`src/rtl/pipeline_load_control_if.sv`:
```
// Handshake and load/flush bundle between the pipeline load controller and the pipeline datapath.
// The master side is the controller; the slave side is the datapath and memory ports.
interface pipeline_load_control_if #(
  parameter int unsigned CNT_W = 16
);
  logic             imem_resp;
  logic             dmem_req;
  logic             dmem_resp;
  logic             load_use_hazard;
  logic             branch_taken;
  logic             imem_read;
  logic             dmem_go;
  logic             load_pc;
  logic             load_if_id;
  logic             load_id_ex;
  logic             load_ex_mem;
  logic             load_mem_wb;
  logic             flush_if_id;
  logic             flush_id_ex;
  logic             flush_ex_mem;
  logic [CNT_W-1:0] stall_count;

  modport master (
    input  imem_resp, dmem_req, dmem_resp, load_use_hazard, branch_taken,
    output imem_read, dmem_go, load_pc, load_if_id, load_id_ex, load_ex_mem, load_mem_wb,
           flush_if_id, flush_id_ex, flush_ex_mem, stall_count
  );

  modport slave (
    output imem_resp, dmem_req, dmem_resp, load_use_hazard, branch_taken,
    input  imem_read, dmem_go, load_pc, load_if_id, load_id_ex, load_ex_mem, load_mem_wb,
           flush_if_id, flush_id_ex, flush_ex_mem, stall_count
  );
endinterface

```
`src/rtl/pipeline_load_control.sv`:
```
// Pipeline load/flush controller: advances only when fetch and data access have both completed,
// remembering an early-completed response so its port is not re-requested.
module pipeline_load_control #(
  parameter int unsigned CNT_W = 16
) (
  input  logic                   clk,
  input  logic                   reset,
  pipeline_load_control_if.master bus
);

  typedef enum logic [1:0] {StRun, StIDone, StDDone} state_e;

  state_e           state_q, state_d;
  logic [CNT_W-1:0] cnt_q, cnt_d;
  logic             i_ok, d_ok, advance;

  always_comb begin
    i_ok    = bus.imem_resp | (state_q == StIDone);
    d_ok    = ~bus.dmem_req | bus.dmem_resp | (state_q == StDDone);
    advance = i_ok & d_ok & ~reset;

    state_d = state_q;
    unique case (state_q)
      StRun: begin
        if (advance)                            state_d = StRun;
        else if (bus.imem_resp)                 state_d = StIDone;
        else if (bus.dmem_req && bus.dmem_resp) state_d = StDDone;
        else                                    state_d = StRun;
      end
      StIDone: if (d_ok) state_d = StRun;
      StDDone: if (bus.imem_resp) state_d = StRun;
      default: state_d = StRun;
    endcase

    // Saturating stall counter; frozen while reset is high.
    cnt_d = cnt_q;
    if (!reset && !advance && (cnt_q != {CNT_W{1'b1}})) cnt_d = cnt_q + 1'b1;
  end

  always_ff @(posedge clk) begin
    if (reset) begin
      state_q <= StRun;
      cnt_q   <= '0;
    end else begin
      state_q <= state_d;
      cnt_q   <= cnt_d;
    end
  end

  always_comb begin
    bus.imem_read    = ~reset & (state_q != StIDone);
    bus.dmem_go      = ~reset & bus.dmem_req & (state_q != StDDone);
    bus.load_pc      = 1'b0;
    bus.load_if_id   = 1'b0;
    bus.load_id_ex   = 1'b0;
    bus.load_ex_mem  = 1'b0;
    bus.load_mem_wb  = 1'b0;
    bus.flush_if_id  = 1'b0;
    bus.flush_id_ex  = 1'b0;
    bus.flush_ex_mem = 1'b0;
    bus.stall_count  = cnt_q;

    if (advance) begin
      bus.load_id_ex  = 1'b1;
      bus.load_ex_mem = 1'b1;
      bus.load_mem_wb = 1'b1;
      if (bus.branch_taken) begin
        bus.load_pc      = 1'b1;
        bus.load_if_id   = 1'b1;
        bus.flush_if_id  = 1'b1;
        bus.flush_id_ex  = 1'b1;
        bus.flush_ex_mem = 1'b1;
      end else if (bus.load_use_hazard) begin
        // Hold PC and IF/ID so the fetched word is refetched; bubble into ID/EX.
        bus.flush_id_ex = 1'b1;
      end else begin
        bus.load_pc    = 1'b1;
        bus.load_if_id = 1'b1;
      end
    end
  end

endmodule
```
`src/flat_wrapper.sv`:
```
// flat-port wrapper written by rule: the top's interface ports become plain ports
module pipeline_load_control_flat 
#(
  parameter int unsigned CNT_W = 16
)
  (clk, reset, bus_imem_resp, bus_dmem_req, bus_dmem_resp, bus_load_use_hazard, bus_branch_taken, bus_imem_read, bus_dmem_go, bus_load_pc, bus_load_if_id, bus_load_id_ex, bus_load_ex_mem, bus_load_mem_wb, bus_flush_if_id, bus_flush_id_ex, bus_flush_ex_mem, bus_stall_count);
  pipeline_load_control_if #(.CNT_W(CNT_W)) bus_i ();
  input  logic clk;
  input  logic reset;
  input wire logic [$bits(bus_i.imem_resp)-1:0] bus_imem_resp;
  input wire logic [$bits(bus_i.dmem_req)-1:0] bus_dmem_req;
  input wire logic [$bits(bus_i.dmem_resp)-1:0] bus_dmem_resp;
  input wire logic [$bits(bus_i.load_use_hazard)-1:0] bus_load_use_hazard;
  input wire logic [$bits(bus_i.branch_taken)-1:0] bus_branch_taken;
  output wire logic [$bits(bus_i.imem_read)-1:0] bus_imem_read;
  output wire logic [$bits(bus_i.dmem_go)-1:0] bus_dmem_go;
  output wire logic [$bits(bus_i.load_pc)-1:0] bus_load_pc;
  output wire logic [$bits(bus_i.load_if_id)-1:0] bus_load_if_id;
  output wire logic [$bits(bus_i.load_id_ex)-1:0] bus_load_id_ex;
  output wire logic [$bits(bus_i.load_ex_mem)-1:0] bus_load_ex_mem;
  output wire logic [$bits(bus_i.load_mem_wb)-1:0] bus_load_mem_wb;
  output wire logic [$bits(bus_i.flush_if_id)-1:0] bus_flush_if_id;
  output wire logic [$bits(bus_i.flush_id_ex)-1:0] bus_flush_id_ex;
  output wire logic [$bits(bus_i.flush_ex_mem)-1:0] bus_flush_ex_mem;
  output wire logic [$bits(bus_i.stall_count)-1:0] bus_stall_count;
  assign bus_i.imem_resp = bus_imem_resp;
  assign bus_i.dmem_req = bus_dmem_req;
  assign bus_i.dmem_resp = bus_dmem_resp;
  assign bus_i.load_use_hazard = bus_load_use_hazard;
  assign bus_i.branch_taken = bus_branch_taken;
  assign bus_imem_read = bus_i.imem_read;
  assign bus_dmem_go = bus_i.dmem_go;
  assign bus_load_pc = bus_i.load_pc;
  assign bus_load_if_id = bus_i.load_if_id;
  assign bus_load_id_ex = bus_i.load_id_ex;
  assign bus_load_ex_mem = bus_i.load_ex_mem;
  assign bus_load_mem_wb = bus_i.load_mem_wb;
  assign bus_flush_if_id = bus_i.flush_if_id;
  assign bus_flush_id_ex = bus_i.flush_id_ex;
  assign bus_flush_ex_mem = bus_i.flush_ex_mem;
  assign bus_stall_count = bus_i.stall_count;
  pipeline_load_control #(.CNT_W(CNT_W)) u_core (.clk(clk), .reset(reset), .bus(bus_i));
endmodule
```
`config.mk`:
```
export PLATFORM = sky130hd
export DESIGN_NAME = pipeline_load_control_flat
export DESIGN_NICKNAME = d
export VERILOG_FILES = /design/src/rtl/pipeline_load_control_if.sv /design/src/rtl/pipeline_load_control.sv /design/src/flat_wrapper.sv
export SDC_FILE = /design/constraint.sdc
export NUM_CORES = 1
export LEC_CHECK = 0
export BUFFER_PORTS_ARGS = -buffer_cell sky130_fd_sc_hd__buf_2
export CELL_PAD_IN_SITES_DETAIL_PLACEMENT = 0
export CELL_PAD_IN_SITES_GLOBAL_PLACEMENT = 2
export CORE_MARGIN = 1.5
export CORE_UTILIZATION = 28
export DETAILED_ROUTE_END_ITERATION = 7
export PLACE_DENSITY = 0.8
export SLEW_MARGIN = 20
export SYNTH_ARGS = -nofsm -noshare
export SYNTH_HDL_FRONTEND = slang
export SYNTH_SLANG_ARGS = --single-unit
```
`constraint.sdc`:
```
create_clock -name clk -period 2.25 [get_ports clk]
set_input_delay 0.225 -clock clk [delete_from_list [all_inputs] [get_ports clk]]
set_output_delay 0.225 -clock clk [all_outputs]
set_load 0.02 [all_outputs]
```
After elaboration in Yosys (flattened, before gate mapping)
Index checks and enable logic that the tools add are counted.
{"block": "totals", "register_bits": 18, "inputBits": 7, "wordCells": 42}
{"block": "op_classes", "add_sub_neg": 1, "n_eq_ne": 7, "n_mux": 15, "n_bitwise": 10, "reduce_logical": 7}
{"operator": "16-bit by 1-bit adder with 16-bit output (second input constant)", "n": 1}
{"operator": "16-bit inequality test (second input constant)", "n": 1}
{"operator": "2-bit 2-to-1 mux", "n": 5}
{"operator": "1-bit 2-to-1 mux", "n": 9}
{"operator": "2-bit case mux with 3 select lines", "n": 1}
{"operator": "1-bit bitwise AND", "n": 5}
{"operator": "2-bit by 1-bit inequality test with 1-bit output (second input constant)", "n": 2}
{"operator": "2-bit inequality test (second input constant)", "n": 2}
{"operator": "1-bit logical AND", "n": 3}
{"operator": "1-bit bitwise OR", "n": 3}
{"operator": "2-bit by 1-bit == test with 1-bit output (second input constant)", "n": 1}
{"operator": "2-bit == test (second input constant)", "n": 1}
{"operator": "1-bit zero test", "n": 2}
{"operator": "2-bit zero test", "n": 1}
{"operator": "1-bit inverter", "n": 2}
{"operator": "2-bit AND reduction", "n": 1}

Longest topological paths before layout
Gate-level depths: netlist of the first run.
{"block": "logic_depth", "depth_word": 8, "ltp_mapped": 7, "ltp_nobuf": 6}

Worst setup path after synthesis of the first run
No wires, ideal clock.
{"block": "synth_path", "kind": "register -> output", "start": "register u_core.state_q[1]", "end": "output bus_load_pc", "t_arrival_ns": 1.656, "t_required_ns": 2.025, "path_slack_ns": 0.369, "path_stages_with_launch": 6, "path_buffers": 1, "path_cell_list": "dfxtp_1 > nor2b_1 > o21a_1 > nor2_1 > nor3_1 > buf_4"}
{"block": "synth_between", "elab_chain_len": 5, "word_cells_on_any_way": 7, "cone_classes": "eq/ne: 2; mux: 1; bitwise: 4"}
{"item": "start, declared", "line": "pipeline_load_control.sv:13", "text": "state_e state_q, state_d;"}
{"item": "start signal, assigned", "line": "pipeline_load_control.sv:42", "text": "state_q <= StRun;"}
{"item": "start signal, assigned", "line": "pipeline_load_control.sv:45", "text": "state_q <= state_d;"}
{"item": "2-bit by 1-bit == test with 1-bit output or 2-bit == test (tied branches)", "line": "pipeline_load_control.sv:18, pipeline_load_control.sv:19"}
{"item": "1-bit bitwise OR (on tied branches)", "line": "pipeline_load_control.sv:18, pipeline_load_control.sv:19"}
{"item": "1-bit bitwise AND * (2 in series)", "line": "pipeline_load_control.sv:20", "text": "advance = i_ok & d_ok & ~reset;"}
{"item": "1-bit 2-to-1 mux *"}
{"item": "end, declared", "line": "flat_wrapper.sv:17", "text": "output wire logic [$bits(bus_i.load_pc)-1:0] bus_load_pc;"}
Every way passes the cells marked *; elsewhere a longest branch is shown, timed or not.

Worst setup path after layout of the first run
{"block": "layout_path", "start": "register u_core.state_q[1]", "end": "output bus_flush_id_ex"}
{"block": "layout_between", "elab_chain_len": 5, "word_cells_on_any_way": 7, "cone_classes": "eq/ne: 2; mux: 1; bitwise: 4"}
{"item": "2-bit by 1-bit == test with 1-bit output or 2-bit == test (tied branches)", "line": "pipeline_load_control.sv:18, pipeline_load_control.sv:19"}
{"item": "1-bit bitwise OR (on tied branches)", "line": "pipeline_load_control.sv:18, pipeline_load_control.sv:19"}
{"item": "1-bit bitwise AND * (2 in series)", "line": "pipeline_load_control.sv:20"}
{"item": "1-bit 2-to-1 mux *", "line": "pipeline_load_control.sv:63", "text": "if (advance) begin"}
{"item": "end, declared", "line": "flat_wrapper.sv:23", "text": "output wire logic [$bits(bus_i.flush_id_ex)-1:0] bus_flush_id_ex;"}
Marks and branches as above.

==> flow_summary_export.csv, run 1 <==
group,metric,value,unit
cts,cts-resized-gates,0,
yosys,synth_nets,133,
floorplan,die_y,64.5,um
final_layout,fin_area,0.00129,sq mm
flow_run,cap_viol_max_count,0,
global_route,grt_pass1_wl,4.63,mm
cts,clkLatencyLatePin,0.26,ns
cts,cts_setup_buffers,0,
route,avgRoutedWirePerCell,13.2,um
yosys,synth-seq-area-share,34.0,%
cts,clk_pin_slew_worst_paths,0.07,ns
global_route,grt_max_degree,21,
floorplan,io_pins,33,
placed_design,placed_area,0.00125,sq mm
cts,cts_max_level,1,
final_layout,drive_gt1_share,29.9,%
sta,fin_crit_sh,85.1,%
power,seqPwrFrac,51.0,%
global_route,grt_antenna_before_repair,0,
floorplan,chipWidth,64.5,um
cts,clock_path_buffers,2,
global_route,grt_usage,13.9,%
final_layout,diodes,0,
setup_path,path_class,"reg -> out",
yosys,syn_inst,125,
placed_design,io_buffers,32,
floorplan,rows,22,
sta,min_period,1.91,ns
route,drtPass1Iterations,4,
yosys,netlist_area,0.00106,sq mm
setup_path,critPathMaxFanout,4,
floorplan,coreArea,0.00366,sq mm
final_layout,layout.nets,164,
sta,finalClockSkew,0.00160,ns
power,clkPwrFrac,36.1,%
setup_path,arrival,1.69,ns
sta,slew_headroom,75.7,%
placed_design,place.gp.congestion,0.788,
route,drt_iter0_drc,57,
route,ant_nets,0,
cts,cts_tree,"done",
power,p_int,0.000470,W
yosys,ys_seq_elements,18,
sta,drv_slew,0,
setup_path,r2r_start,"u_core.bus.stall_count[0]$_SDFFE_PP0P_",
yosys,yosysWarnings,0,
route,wirelength,2.66,mm
route,route.detailed.drc,0,
sta,whs,0.213,ns
global_route,grt_pass1_vias,1004,
route,num_vias,1068,
global_route,gr-total-overflow,0,
placed_design,place_hpwl,2.02,mm
floorplan,start_util,28.9,%
sta,tightest_slew,0.364,ns
sta,setup_tns,0,ns
placed_design,placed_cells,199,
cts,ctsHoldBuffers,0,
sta,finalSetupViolCount,0,
route,avgViaCountPerCell,5.29,
worst_hold_path,worstHoldPathType,"in -> reg",
setup_path,critPathLaunch,"u_core.state_q[1]$_SDFFE_PP0P_",
sta,max_clock_freq,522,MHz
power,combPwrFrac,12.9,%
outcome,run_status,"finished clean",
floorplan,die_area,0.00416,sq mm
power,power.switching,0.000172,W
sta,final-hold-violation-count,0,
sta,rsz0062_at_grt,"false",
setup_path,critPathRequiredTime,2.03,ns
cts,root_buffer,"clkbuf_8",
setup_path,startpoint_type,"flop",
power,irDropWorstVdd,0.313,mV
cts,cts.sinks,18,
final_layout,final_cells,202,
cts,numCtsBuffers,3,
power,power_per_cell_area,499,mW/mm^2
final_layout,n_fill_cell,412,
yosys,avgSynthCellArea,8.48,sq um
yosys,synth_cell_types,41,
power,p_leak,0.528,nW
worst_hold_path,hold_start,"bus_imem_resp",
setup_path,critPathCaptureType,"output pin",
final_layout,syn_to_final_growth,21.5,%
power,p_sw_share,26.8,%
## routing by layer
| metal | wire [um] | up-vias | GRT usage (%) |
|---|---|---|---|
| li1 | - | 530 | - |
| met1 | 1280 | 506 | 18.8 |
| met2 | 1230 | 28 | 22.7 |
| met3 | 134 | 4 | 3.65 |
| met4 | 17 | 0 | 2.39 |
| met5 | 0 | - | 0 |
## area by class of cell
type / instances / area [sq um] / share of cell area (%)
Clock buffer: 3 / 41.3 / 3.21
Inverter: 4 / 15.0 / 1.17
Multi-Input combinational cell: 94 / 628 / 48.8
Sequential cell: 18 / 360 / 28.0
Tap cell: 48 / 60.1 / 4.66
Timing Repair Buffer: 35 / 183 / 14.2
## worst paths after layout
kind | endpoint | slack (ns) | cells past startpoint
worst max-delay path | bus_flush_id_ex | 0.34 | 6
worst min-delay path | u_core.state_q[1]$_SDFFE_PP0P_ | 0.21 | 2
worst max register to register | u_core.bus.stall_count[3]$_SDFFE_PP0P_ | 0.39 | 7
worst min register to register | u_core.state_q[0]$_SDFFE_PP0P_ | 0.47 | 1
## cell usage in the layout (no fill, tap or decap), drive strengths merged, types with 2 or more instances in the layout
master | synthesis | routed
o41ai | 4 | 4
o311ai | 4 | 4
o21ai | 6 | 6
clkbuf | 0 | 3
nand2 | 8 | 8
a21oi | 6 | 6
or3 | 4 | 4
nor3 | 5 | 5
and3 | 2 | 2
mux2 | 2 | 2
o31ai | 2 | 2
nor4 | 6 | 6
o21a | 3 | 3
buf | 9 | 35
nor2 | 9 | 9
nor2b | 5 | 5
nand3 | 8 | 8
nand4 | 7 | 7
inv | 4 | 4
dfxtp | 18 | 18
## power groups by stage
stage / Combinational, W / Clock (W) / Sequential (W)
floorplan: 0.0000559 / 0 / 0.000338
CTS: 0.0000841 / 0.000240 / 0.000328
finish: 0.0000830 / 0.000232 / 0.000328
global placement: 0.0000838 / 0 / 0.000335
detailed placement: 0.0000838 / 0 / 0.000335
global route: 0.0000912 / 0.000251 / 0.000328
## through the flow
stage	utilization [%]	power, W	worst slack (ns)
6_report	35.2	0.000643	0.336
3_5_place_dp	34.0	0.000419	0.430
4_1_cts	35.2	0.000652	0.309
2_1_floorplan	-	0.000394	0.369
3_3_place_gp	34.0	0.000418	0.452
5_1_grt	35.2	0.000671	0.134
## worst max-delay path, cell delays in order (launching register included)
cell and delay, ns:
dfxtp_1 0.36, nor2b_1 0.32, o21a_1 0.21, nor2_1 0.09, nor2_1 0.17, o21a_1 0.14
buf_2 0.15
## cell families (layout without fill, tap and decap cells)
family,Yosys count,in the layout,synth area share [%]
AND/OR/NAND/NOR,61,61,35.2
AO/OA/AOI/OAI,29,29,19.8
flip-flops,18,18,34.0
buffers and inverters,13,42,6.73
multiplexers,3,3,3.07
adder cells (fa/ha/maj),1,1,1.18
## Yosys cell counts, drive strengths merged
cell type  count  share of area [%]
and3           2                1.2
nand4          7                4.7
nor4           6                4.7
o311ai         4                3.3
o211ai         1               0.71
a31oi          1               0.59
o21a           3                2.1
nor3           5                2.8
nand2          8                3.5
o41ai          4                3.3
nor3b          1               0.71
a211oi         1               0.71
mux2           2                2.1
nor2           9                3.2
or4            1               0.71
mux2i          1               0.94
nand3b         1               0.71
nand2b         1                1.3
nand3          8                4.2
inv            4                1.4
o21ai          6                3.9
o31ai          2                1.4
ha             1                1.2
nor2b          5                3.0
and2           1               0.59
dfxtp         18                 34
and4           1               0.83
o211a          1               0.94
buf            9                5.3
or3            4                2.4
or2            1               0.59
a21oi          6                2.8
## state kept, by name, indices dropped and copies added, names as in the netlist
signal / flops
u_core.bus.stall_count: 16
u_core.state_q: 2
Note: power is estimated with default switching activity, not from simulation.
==> inputs of run 2 (changes only) <==
GPL_TIMING_DRIVEN = 0   (was default)
PLACE_DENSITY = default   (was 0.8)
PLACE_DENSITY_LB_ADDON = 0.1   (was default)
==> run 2 against run 1 <==
Non-clock buffer count is 6 higher. Clock skew increased by 0.0013 ns. Flip-flop and latch count is the same. Final cell count increased by 3.0%. Power grew 1.5%. Register-to-register slack worse by 0.09 ns. First-iteration DRC count rose by 42%. Fmax down 5.1%. Largest cell class unchanged. Largest power group unchanged. Highest routed layer unchanged.
==> flow_summary_export.csv, run 2 (synthesis gave the netlist of run 1 again) <==
group,metric,value,unit
worst_hold_path,hold_path_depth,2,
placed_design,place_hpwl,2.13,mm
global_route,grt_pass1_wl,4.64,mm
global_route,grt_pass1_vias,988,
floorplan,start_util,28.9,%
placed_design,placed_cells,205,
route,route.detailed.drc,0,
route,avgRoutedWirePerCell,13.7,um
floorplan,chipWidth,64.5,um
sta,rsz0062_at_grt,"false",
route,wirelength,2.86,mm
flow_run,cap_viol_max_count,0,
route,num_vias,1090,
final_layout,fin_area,0.00132,sq mm
setup_path,path_buf_inv,2,
cts,clk_pin_slew_worst_paths,0.07,ns
final_layout,diodes,0,
setup_path,crit_chain,"nor2b_1 > o21a_1 > nor2_1 > nor3_1 > buf_4 > buf_2",
cts,clock_path_buffers,2,
final_layout,n_fill_cell,394,
global_route,grt_antenna_before_repair,0,
floorplan,die_y,64.5,um
floorplan,io_pins,33,
sta,fin_crit_sh,89.6,%
worst_hold_path,hold_start,"bus_imem_resp",
power,power_per_cell_area,494,mW/mm^2
setup_path,slowest_delay,0.37,ns
global_route,grt_max_degree,11,
sta,max_clock_freq,496,MHz
global_route,grt_usage,14.3,%
sta,drv_slew,0,
outcome,run_status,"finished clean",
final_layout,largest_register_ffs,16,
route,avgViaCountPerCell,5.24,
global_route,gr-total-overflow,0,
setup_path,r2r_start,"u_core.bus.stall_count[0]$_SDFFE_PP0P_",
setup_path,critPathCaptureType,"output pin",
setup_path,path_class,"reg -> out",
cts,ctsHoldBuffers,0,
floorplan,coreArea,0.00366,sq mm
final_layout,layout.nets,170,
setup_path,critPathRequiredTime,2.03,ns
final_layout,multi_input_area,628,sq um
cts,cts-resized-gates,0,
sta,slew_headroom,68.3,%
sta,finalSetupViolCount,0,
route,ant_nets,0,
cts,cts_max_level,1,
final_layout,final_cells,208,
setup_path,critPathMaxFanout,4,
setup_path,timing.rr.end,"u_core.bus.stall_count[2]$_SDFFE_PP0P_",
sta,tightest_slew,0.475,ns
final_layout,syn_to_final_growth,24.7,%
worst_hold_path,worstHoldPathType,"in -> reg",
setup_path,critPathTopFamily,"simple AND/OR/NAND/NOR gates",
final_layout,drive_gt1_share,31.9,%
final_layout,register_area,360,sq um
final_layout,mostFrequentLayoutCells,"buf_2, dfxtp_1, nor2_1",
power,p_leak,0.555,nW
route,drtPass1Iterations,4,
placed_design,placed_area,0.00128,sq mm
setup_path,startpoint_type,"flop",
sta,finalClockSkew,0.00291,ns
setup_path,crit_path_top_delay_cell,"dfxtp_1",
worst_hold_path,min_to,"u_core.state_q[1]$_SDFFE_PP0P_",
cts,numCtsBuffers,3,
cts,cts_tree,"done",
cts,root_buffer,"clkbuf_8",
placed_design,io_buffers,32,
power,irDropWorstVdd,0.309,mV
floorplan,rows,22,
placed_design,place.gp.congestion,0.727,
cts,cts_setup_buffers,0,
setup_path,arrival,1.79,ns
cts,cts.sinks,18,
cts,clkLatencyLatePin,0.26,ns
sta,final-hold-violation-count,0,
setup_path,ff2ff_path_depth,7,
final_layout,final_common_cell,"buf_2",
floorplan,die_area,0.00416,sq mm
sta,setup_tns,0,ns
route,drt_iter0_drc,81,
sta,min_period,2.02,ns
final_layout,final_core_util,36.1,%
setup_path,r2r_slack,0.30,ns
run 2: cell types whose count changed in the layout (fill, tap and decap cells not counted), sizes merged:
| cell | before | now |
|---|---|---|
| buf | 35 | 41 |
run 2: metrics by stage:
stage	worst slack [ns]	power [W]	hold slack [ns]
floorplan	0.369	0.000394	0.304
global placement	0.328	0.000425	0.457
detailed placement	0.323	0.000426	0.470
CTS	0.208	0.000663	0.213
global route	0.0385	0.000687	0.217
finish	0.234	0.000652	0.217
run 2: how the worst max path moves through the flow:
stage	endpoint	cells past startpoint	slack, ns	startpoint
floorplan	bus_load_pc	5	0.37	u_core.state_q[1]$_SDFFE_PP0P_
detailed placement	u_core.bus.stall_count[2]$_SDFFE_PP0P_	7	0.32	u_core.bus.stall_count[0]$_SDFFE_PP0P_
finish	bus_load_pc	6	0.23	u_core.state_q[1]$_SDFFE_PP0P_
global route	bus_load_pc	6	0.04	u_core.state_q[1]$_SDFFE_PP0P_
global placement	u_core.bus.stall_count[2]$_SDFFE_PP0P_	7	0.33	u_core.bus.stall_count[0]$_SDFFE_PP0P_
CTS	bus_load_pc	6	0.21	u_core.state_q[1]$_SDFFE_PP0P_
run 2: layout make-up:
cell class	count	share of cell area, %
multi-input cells	94	47.5
clock buffers	3	3.12
well taps	48	4.55
flip-flops and latches	18	27.3
plain buffers	9	4.26
repair buffers	32	12.1
inverters	4	1.14
run 2: report_power, final:
part           total (W)  internal, W  switching, W
Sequential      0.000327     0.000323    0.00000440
Clock           0.000236     0.000119      0.000116
Combinational  0.0000894    0.0000325     0.0000569
run 2: routing by layer:
layer / part of all wire [%] / vias up / global-route usage, %
li1: - / 552 / -
met1: 47 / 517 / 18.9
met2: 49 / 19 / 23.8
met3: 3.8 / 2 / 3.30
met4: 0.60 / 0 / 3.19
met5: 0 / - / 0
